[config.mk]
export PLATFORM = sky130hd
export DESIGN_NAME = wave_rom_scheduler_flat
export DESIGN_NICKNAME = d
export VERILOG_FILES = /design/src/rtl/wave_rom_scheduler_if.sv /design/src/rtl/wave_rom_scheduler.sv /design/src/flat_wrapper.sv
export SDC_FILE = /design/constraint.sdc
export NUM_CORES = 1
export LEC_CHECK = 0
export CAP_MARGIN = 20
export CORE_MARGIN = 5
export CORE_UTILIZATION = 51
export DETAILED_ROUTE_END_ITERATION = 8
export GPL_TIMING_DRIVEN = 1
export PLACE_DENSITY = 0.79
export SYNTH_ARGS = -nofsm -noshare
export SYNTH_HDL_FRONTEND = slang
export SYNTH_SLANG_ARGS = --single-unit
[constraint.sdc]
create_clock -name clk -period 4.5 [get_ports clk]
set_input_delay 1.35 -clock clk [delete_from_list [all_inputs] [get_ports clk]]
set_output_delay 1.35 -clock clk [all_outputs]
set_load 0.01 [all_outputs]
[src/rtl/wave_rom_scheduler_if.sv]
// Bus between the waveform ROM scheduler and its voice/ROM/combiner environment.
// master drives ticks, voice state and ROM data; slave is the scheduler.
interface wave_rom_scheduler_if #(
    parameter int NUM_VOICES = 3,
    parameter int ADDR_W     = 12,
    parameter int DATA_W     = 8
);
    logic                         sample_tick;
    logic [NUM_VOICES-1:0]        voice_enables;
    logic [NUM_VOICES*ADDR_W-1:0] voice_addrs;
    logic                         rom_en;
    logic [ADDR_W-1:0]            rom_addr;
    logic [DATA_W-1:0]            rom_data;
    logic [NUM_VOICES*DATA_W-1:0] voice_samples;
    logic                         sample_valid;
    logic                         busy;
    logic                         overrun;
    logic                         overrun_clr;

    modport master (
        output sample_tick, voice_enables, voice_addrs, rom_data, overrun_clr,
        input  rom_en, rom_addr, voice_samples, sample_valid, busy, overrun
    );

    modport slave (
        input  sample_tick, voice_enables, voice_addrs, rom_data, overrun_clr,
        output rom_en, rom_addr, voice_samples, sample_valid, busy, overrun
    );
endinterface

[src/rtl/wave_rom_scheduler.sv]
// Shares one synchronous waveform ROM among NUM_VOICES voices: one fetch round per
// sample_tick, all samples published together with a single sample_valid pulse.
module wave_rom_scheduler #(
    parameter int NUM_VOICES = 3,
    parameter int ADDR_W     = 12,
    parameter int DATA_W     = 8,
    parameter int ROM_LAT    = 1
) (
    input  logic                 clk,
    input  logic                 reset,
    wave_rom_scheduler_if.slave  bus
);
    localparam int IDX_W = (NUM_VOICES > 1) ? $clog2(NUM_VOICES) : 1;
    localparam int CNT_W = $clog2(ROM_LAT + 1);
    localparam logic [IDX_W-1:0] LAST_IDX = IDX_W'(NUM_VOICES - 1);
    localparam logic [CNT_W-1:0] LAT_CNT  = CNT_W'(ROM_LAT);
    localparam logic [CNT_W-1:0] CNT_ONE  = CNT_W'(1);

    typedef enum logic [1:0] {IDLE, ISSUE, WAIT, DONE} state_t;

    state_t                               state;
    logic [IDX_W-1:0]                     idx;
    logic [CNT_W-1:0]                     cnt;
    logic [NUM_VOICES-1:0]                snap_en;
    logic [NUM_VOICES-1:0][ADDR_W-1:0]    snap_addr;
    logic [NUM_VOICES-1:0][DATA_W-1:0]    shadow;
    logic                                 rom_en_q;
    logic [ADDR_W-1:0]                    rom_addr_q;
    logic [NUM_VOICES*DATA_W-1:0]         samples_q;
    logic                                 valid_q;
    logic                                 overrun_q;

    always_ff @(posedge clk or posedge reset) begin
        if (reset) begin
            state      <= IDLE;
            idx        <= '0;
            cnt        <= '0;
            snap_en    <= '0;
            snap_addr  <= '0;
            shadow     <= '0;
            rom_en_q   <= 1'b0;
            rom_addr_q <= '0;
            samples_q  <= '0;
            valid_q    <= 1'b0;
            overrun_q  <= 1'b0;
        end else begin
            rom_en_q   <= 1'b0;
            rom_addr_q <= '0;
            valid_q    <= 1'b0;

            // A tick that cannot be served outranks a simultaneous clear.
            if (bus.sample_tick && state != IDLE)
                overrun_q <= 1'b1;
            else if (bus.overrun_clr)
                overrun_q <= 1'b0;

            case (state)
                IDLE: begin
                    if (bus.sample_tick) begin
                        snap_en   <= bus.voice_enables;
                        snap_addr <= bus.voice_addrs;
                        idx       <= '0;
                        state     <= ISSUE;
                    end
                end
                ISSUE: begin
                    if (snap_en[idx]) begin
                        rom_en_q   <= 1'b1;
                        rom_addr_q <= snap_addr[idx];
                        cnt        <= LAT_CNT;
                        state      <= WAIT;
                    end else begin
                        shadow[idx] <= '0;
                        if (idx == LAST_IDX) state <= DONE;
                        else                 idx   <= idx + 1'b1;
                    end
                end
                WAIT: begin
                    // cnt==1 marks the edge on which the ROM output belongs to this voice
                    if (cnt == CNT_ONE) begin
                        shadow[idx] <= bus.rom_data;
                        if (idx == LAST_IDX) begin
                            state <= DONE;
                        end else begin
                            idx   <= idx + 1'b1;
                            state <= ISSUE;
                        end
                    end else begin
                        cnt <= cnt - CNT_ONE;
                    end
                end
                DONE: begin
                    samples_q <= shadow;
                    valid_q   <= 1'b1;
                    state     <= IDLE;
                end
                default: state <= IDLE;
            endcase
        end
    end

    assign bus.rom_en        = rom_en_q;
    assign bus.rom_addr      = rom_addr_q;
    assign bus.voice_samples = samples_q;
    assign bus.sample_valid  = valid_q;
    assign bus.busy          = (state != IDLE);
    assign bus.overrun       = overrun_q;
endmodule

[src/flat_wrapper.sv]
// flat-port wrapper written by rule: the top's interface ports become plain ports
module wave_rom_scheduler_flat 
#(
    parameter int NUM_VOICES = 3,
    parameter int ADDR_W     = 12,
    parameter int DATA_W     = 8,
    parameter int ROM_LAT    = 1
)
  (clk, reset, bus_sample_tick, bus_voice_enables, bus_voice_addrs, bus_rom_data, bus_overrun_clr, bus_rom_en, bus_rom_addr, bus_voice_samples, bus_sample_valid, bus_busy, bus_overrun);
  wave_rom_scheduler_if #(.NUM_VOICES(NUM_VOICES), .ADDR_W(ADDR_W), .DATA_W(DATA_W)) bus_i ();
  input  logic clk;
  input  logic reset;
  input wire logic [$bits(bus_i.sample_tick)-1:0] bus_sample_tick;
  input wire logic [$bits(bus_i.voice_enables)-1:0] bus_voice_enables;
  input wire logic [$bits(bus_i.voice_addrs)-1:0] bus_voice_addrs;
  input wire logic [$bits(bus_i.rom_data)-1:0] bus_rom_data;
  input wire logic [$bits(bus_i.overrun_clr)-1:0] bus_overrun_clr;
  output wire logic [$bits(bus_i.rom_en)-1:0] bus_rom_en;
  output wire logic [$bits(bus_i.rom_addr)-1:0] bus_rom_addr;
  output wire logic [$bits(bus_i.voice_samples)-1:0] bus_voice_samples;
  output wire logic [$bits(bus_i.sample_valid)-1:0] bus_sample_valid;
  output wire logic [$bits(bus_i.busy)-1:0] bus_busy;
  output wire logic [$bits(bus_i.overrun)-1:0] bus_overrun;
  assign bus_i.sample_tick = bus_sample_tick;
  assign bus_i.voice_enables = bus_voice_enables;
  assign bus_i.voice_addrs = bus_voice_addrs;
  assign bus_i.rom_data = bus_rom_data;
  assign bus_i.overrun_clr = bus_overrun_clr;
  assign bus_rom_en = bus_i.rom_en;
  assign bus_rom_addr = bus_i.rom_addr;
  assign bus_voice_samples = bus_i.voice_samples;
  assign bus_sample_valid = bus_i.sample_valid;
  assign bus_busy = bus_i.busy;
  assign bus_overrun = bus_i.overrun;
  wave_rom_scheduler #(.NUM_VOICES(NUM_VOICES), .ADDR_W(ADDR_W), .DATA_W(DATA_W), .ROM_LAT(ROM_LAT)) u_core (.clk(clk), .reset(reset), .bus(bus_i));
endmodule
==> impl_metrics.csv <==
group,metric,value,unit
floorplan,rows,34,
grt,grt_pass1_wl,15100,um
cts,cts_buffers,9,
grt,globalRoute.totalOverflow,0,
power_and_ir_drop,p_clk_frac,0.158,
power_and_ir_drop,p_comb_frac,0.397,
floorplan,ios,91,
cts,path_clk_slew,0.10,ns
synth,yosys.area.top_type,"dfrtp_1",
synth,ys_seq_elements,107,
sta,fin_crit,3.16,ns
route,routed_wl,8620,um
worst_setup_path,arrival,1.81,ns
sta,rsz0062_at_grt,"no",
synth,yosys.area_share.simple,0.0678,
cts,ctsResizeCount,0,
power_and_ir_drop,p_leak,2.65,nW
power_and_ir_drop,p_seq_frac,0.445,
place,gp_congestion,0.783,
place,hpwl,6230,um
route,via_per_inst,5.23,
sta,min_period_over_period,0.702,
synth,netlist_area,0.00452,mm^2
floorplan,dieWidth,104,um
worst_setup_path,critPathTopFamily,"buffers and inverters",
sta,finalSetupViolations,0,
finish,post-route-util,0.658,
sta,fmax,317,MHz
floorplan,coreArea,0.00868,mm^2
synth,synth_top_area_share,0.592,
floorplan,die_y,104,um
worst_setup_path,crit_type,"reg -> out",
worst_setup_path,crit_fanout,6,
cts,root_buffer,"clkbuf_8",
sta,finalSetupTns,0,ns
synth,yosysSeqAreaShare,0.592,
synth,syn_nets,389,
worst_setup_path,startpoint,"u_core.state[0]$_DFFE_PP0P_",
route,drcViolationCount,0,
sta,holdWs,0.471,ns
power_and_ir_drop,p_int,0.00235,W
route,initialDrtViolationCount,102,
worst_setup_path,start_kind,"flip-flop",
finish,nets,479,
route,ant_nets,0,
cts,cts_tree,"yes",
worst_setup_path,cp_common_cell,"inv_1",
cts,htreeDepth,3,
min_path,hold_path_class,"reg -> reg",
power_and_ir_drop,power_density,622,mW/mm^2
worst_setup_path,critPathBufInv,3,
synth,synth_warnings,0,
power_and_ir_drop,ir_worst_vdd,369,uV
cts,clk_path_buf_depth,2,
floorplan,initial_utilization,0.521,
sta,slew_headroom,0.385,
worst_setup_path,cp_data_required_time,3.15,ns
grt,grtUsageTotal,0.170,
synth,synth_cells,328,
floorplan,die_area,0.0109,mm^2
finish,area_growth,26.3,%
cts,clock_sinks,107,
synth,synth_compound_area_frac,0.0373,
route,vias,2775,
sta,finClkSkew,0.0126,ns
grt,grt_max_degree,69,
power_and_ir_drop,switching_share,0.339,
cts,post_cts_buffers,0,
synth,ys_types,31,
worst_setup_path,slowest_stage,"clkdlybuf4s50_1",
grt,grt_pass1_vias,3083,
power_and_ir_drop,p_switching,0.00120,W
finish,drive_above_1_share,0.251,
synth,synth_fa_ha_area_frac,0.0277,
place,numPortBuffers,90,
worst_setup_path,regToRegStartpoint,"u_core.idx[1]$_DFFE_PP0P_",
min_path,hold_start,"u_core.cnt$_DFFE_PP0P_",
sta,finalHoldViolCount,0,
synth,synthXorXnorAreaFrac,0,
outcome,status,"completed",
worst_setup_path,crit_path_end_kind,"primary output",
synth,syn_area_per_cell,13.8,um^2
worst_setup_path,path_cells,"inv_1 > ha_1 > inv_1 > clkdlybuf4s50_1",
synth,synth_top_family_by_area,"multiplexers",
grt,antenna_found_initial,0,
cts,cts_hold_buf,0,
sta,worst-slew-pin-transition,0.919,ns
synth,synthTopCellsByArea,"dfrtp_1 59%, mux2_2 20%, mux2i_1 3.1%",
cts,clkLatencyLatePin,0.37,ns
synth,synthMuxAreaShare,0.253,
sta,finalMaxSlewViolations,0,
finish,antenna_cells,0,
route,wl_per_cell,16.2,um
worst_setup_path,slowest_delay,0.54,ns
job,cap_violations,0,
route,firstDrtPassIters,4,
[layout make-up]
class	instances	area, um^2
Sequential cell	107	2680
Timing Repair Buffer	94	931
Tap cell	108	135
Inverter	8	32.5
Clock buffer	9	124
Fill cell	670	2960
Multi-Input combinational cell	198	1750
Clock inverter	7	67.6
[layer usage]
metal | track usage | part of all wire | vias up
met5 | 0 | 0 | -
met4 | 0.0379 | 0.011 | 0
met3 | 0.0652 | 0.071 | 11
met2 | 0.281 | 0.49 | 77
met1 | 0.212 | 0.43 | 1371
li1 | - | - | 1316
[placed cells by master, fill, tap and decap left out]
| cell | n |
|---|---|
| and3_1 | 9 |
| a21oi_1 | 13 |
| clkbuf_8 | 9 |
| mux2_2 | 80 |
| clkinv_4 | 2 |
| a221oi_1 | 1 |
| inv_6 | 1 |
| inv_8 | 3 |
| nor3_1 | 1 |
| o2bb2ai_1 | 1 |
| and4b_1 | 1 |
| ha_1 | 10 |
| a211o_1 | 1 |
| o21ai_0 | 1 |
| inv_4 | 1 |
| a2111oi_0 | 1 |
| and2_1 | 8 |
| nor2_1 | 29 |
| or2_2 | 1 |
| mux2i_1 | 14 |
| a31oi_1 | 2 |
| clkdlybuf4s50_1 | 90 |
| buf_4 | 4 |
| nand3_2 | 2 |
| nand2_1 | 5 |
| a311oi_4 | 1 |
| nor2b_1 | 5 |
| dfrtp_1 | 107 |
| mux2_1 | 8 |
| clkinvlp_4 | 1 |
| inv_1 | 7 |
| a21boi_0 | 1 |
| a22o_1 | 2 |
| mux2_4 | 1 |
[power groups by stage]
stage | registers [W] | clock network, W | logic (W)
floorplan | 0.00155 | 0 | 0.000979
global placement | 0.00158 | 0 | 0.00138
detailed placement | 0.00160 | 0 | 0.00143
CTS | 0.00158 | 0.000585 | 0.00143
global route | 0.00163 | 0.000621 | 0.00156
finish | 0.00158 | 0.000563 | 0.00141
[flip-flops by register name (all words and copies together) (netlist names)]
register	flops
u_core.snap_addr	36
u_core.bus.voice_samples	24
u_core.shadow	24
u_core.bus.rom_addr	12
u_core.snap_en	3
u_core.idx	2
u_core.state	2
u_core.bus.overrun	1
u_core.bus.rom_en	1
u_core.bus.sample_valid	1
u_core.cnt	1
[kinds of logic after synthesis]
group | Yosys count
and+or+nand+nor | 61
adders and majority gates | 10
muxes | 103
AOI/OAI and AO/OA | 24
DFF | 107
buffers and inverters | 23
[Yosys cell counts]
cell,n
nand2_1,5
buf_6,1
a21boi_0,1
and4b_1,1
a2111oi_0,1
buf_2,1
mux2_2,80
nor3_1,1
mux2_1,8
buf_1,2
nor2b_1,5
a221oi_1,1
a22o_1,2
a211o_1,1
or2_2,1
nand3_2,2
a311oi_4,1
and2_1,8
clkbuf_1,10
buf_4,1
inv_1,8
nor2_1,29
mux2i_1,14
a21oi_1,13
o2bb2ai_1,1
ha_1,10
o21ai_0,1
a31oi_1,2
mux2_4,1
and3_1,9
dfrtp_1,107
[worst register-to-register path, delay by kind of cell, from the launching register on]
family	cells	cell delay [ns]
muxes	2	0.76
AOI/OAI and AO/OA	1	0.37
and+or+nand+nor	1	0.46
DFF	1	0.96
[worst paths after layout]
kind	end	depth (start not counted)	slack (ns)
max	bus_busy	4	1.34
min	u_core.cnt$_DFFE_PP0P_	1	0.47
max reg2reg	u_core.shadow[21]$_DFFE_PP0P_	4	1.83
min reg2reg	u_core.cnt$_DFFE_PP0P_	1	0.47
max in group asynchronous	u_core.bus.voice_samples[23]$_DFFE_PP0P_	3	2.22
min in group asynchronous	u_core.snap_addr[19]$_DFFE_PP0P_	2	1.48
[metrics by stage]
stage               power, W  instances  setup slack (ns)  area [um^2]
CTS                  0.00360        531              1.31         5710
global route         0.00381        531              1.27         5710
finish               0.00355        531              1.34         5710
global placement     0.00296        515              1.42         5520
detailed placement   0.00303        515              1.32         5520
floorplan            0.00253        328             0.333         4520
Note: power is estimated with default switching activity, not from simulation.
==> RTL change, RTL diff (same settings) <==
`ROM_LAT` is set to 1 in 2 places; all go to 2.
--- a/src/rtl/wave_rom_scheduler.sv
+++ b/src/rtl/wave_rom_scheduler.sv
@@ -4,7 +4,7 @@
     parameter int NUM_VOICES = 3,
     parameter int ADDR_W     = 12,
     parameter int DATA_W     = 8,
-    parameter int ROM_LAT    = 1
+    parameter int ROM_LAT    = 2
 ) (
     input  logic                 clk,
     input  logic                 reset,
--- a/src/flat_wrapper.sv
+++ b/src/flat_wrapper.sv
@@ -4,7 +4,7 @@
     parameter int NUM_VOICES = 3,
     parameter int ADDR_W     = 12,
     parameter int DATA_W     = 8,
-    parameter int ROM_LAT    = 1
+    parameter int ROM_LAT    = 2
 )
   (clk, reset, bus_sample_tick, bus_voice_enables, bus_voice_addrs, bus_rom_data, bus_overrun_clr, bus_rom_en, bus_rom_addr, bus_voice_samples, bus_sample_valid, bus_busy, bus_overrun);
   wave_rom_scheduler_if #(.NUM_VOICES(NUM_VOICES), .ADDR_W(ADDR_W), .DATA_W(DATA_W)) bus_i ();
Function: changed (Yosys sat finds a counterexample within 10 cycles, from zero or initial values and one cycle with reset high).
==> RTL change against the unedited design <==
Total power rose by 5.4%. Setup slack got worse by 0.028 ns. Area after synthesis up 2.6%. Cell area up 2.1%. Sequential cell count rose by 1. Critical endpoint unchanged. Sequential power is 3% higher. Sequential share of layout area fell by 0.53 points. Combinational power up 9%. Hold slack gained 0.013 ns. Routed wire length grew 8.5%. Largest power group unchanged. Highest routed layer unchanged. Die area grew 2.4%.
==> RTL change: results (changes against the unedited design) <==
| Metric | Value |
|---|---|
| Status | finished clean (unchanged) |
| Worst vdd ir | 0.281 mV (was 0.369 mV) |
| Largest net degree at the start of global routing | 60 (was 69) |
| Unique masters post-synth | 36 (was 31) |
| Vias per cell | 5.32 (was 5.23) |
| Drt wl/cell | 17.1 um (was 16.2 um) |
| Post-DP HPWL | 6.68 mm (was 6.23 mm) |
| WHS Endpoint | u_core.shadow[16] (was u_core.cnt) |
| Share of cells above drive strength 1 | 0.232 (was 0.251) |
| Gr usage total | 0.174 (was 0.170) |
| Syn Inst Count | 346 (was 328) |
| Final #Nets | 497 (was 479) |
| Global placer's final weighted congestion | 0.907 (was 0.783) |
| Synth area leaders | dfrtp_1 (58%), mux2_2 (16%), mux2_4 (5.2%), ha_1 (3.2%), mux2i_1 (2.8%) (was dfrtp_1 (59%), mux2_2 (20%), mux2i_1 (3.1%), ha_1 (2.8%), nor2_1 (2.4%)) |
| CP Data Arrival Time | 1.84 ns (was 1.81 ns) |
| Static Leak | 2.62 nW (was 2.65 nW) |
| Sequential element share of the synthesized area | 0.582 (was 0.592) |
| Clock skew | 0.0114 ns (was 0.0126 ns) |
| Post-DP Area | 5620 um2 (was 5520 um2) |
| Initial DRC count | 73 (was 102) |
| Tmin final | 3.19 ns (was 3.16 ns) |
| Final std cells w/o fill | 547 (was 531) |
| Vias in the first global route | 3013 (was 3083) |
| Fmax | 314 MHz (was 317 MHz) |
| RR Endpoint | u_core.shadow[8] (was u_core.shadow[21]) |
| Worst hold margin | 0.484 ns (was 0.471 ns) |
| Worst hold stages | 2 (was 1) |
| Reg2Reg Setup Slack | 1.87 ns (was 1.83 ns) |
| Post-Syn Nets | 409 (was 389) |
| Commonest cells post-synth | dfrtp_1 (108), mux2_2 (64), nor2_1 (27) (was dfrtp_1 (107), mux2_2 (80), nor2_1 (29)) |
-- RTL change: cell count changes in the layout (fill, tap and decap cells not counted), sizes merged, moves of 2 or more --
cell,before,now
nor2b,5,1
clkbuf,9,12
o2111ai,0,2
o21ai,1,9
nand2b,0,3
nand2,5,23
and3,9,2
and2,8,10
ha,10,12
mux2,89,80
nor2,29,27
a31oi,2,0
-- RTL change: area by class of cell --
class	count	area, um2
inverters	10	40.0
clock inverters	4	56.3
multi-input cells	211	1810
flip-flops and latches	108	2700
well taps	108	135
fillers	647	2970
clock buffers	12	145
repair buffers	94	943
-- RTL change: worst max path at each step --
stage | from | slack, ns | cells past startpoint | to
3_3_place_gp | bus_sample_tick | 1.66 | 5 | u_core.idx[1]
4_1_cts | u_core.state[0] | 1.31 | 4 | bus_busy
6_report | u_core.state[0] | 1.31 | 4 | bus_busy
3_5_place_dp | bus_sample_tick | 1.63 | 5 | u_core.idx[1]
5_1_grt | u_core.state[0] | 1.23 | 4 | bus_busy
2_1_floorplan | reset | 0.30 | 1 | u_core.bus.overrun
-- RTL change: cell families (layout without fill, tap and decap cells) --
group           Yosys count  count (layout)  synth area share
compound gates           35              35            0.0501
mux                      94              94             0.240
fa+ha+maj                12              12            0.0323
simple gates             70              70            0.0677
buf+inv                  27             120            0.0278
flops                   108             108             0.582
-- RTL change: report_power, final --
group / switching (mW) / internal (mW)
Sequential: 0.259 / 1.36
Clock: 0.318 / 0.277
Combinational: 0.673 / 0.857
-- RTL change: routing by layer --
metal,up-vias,share of wire,global-route usage
li1,1364,-,-
met1,1461,0.44,0.229
met2,76,0.50,0.290
met3,8,0.050,0.0428
met4,0,0.0095,0.0478
met5,-,0,0
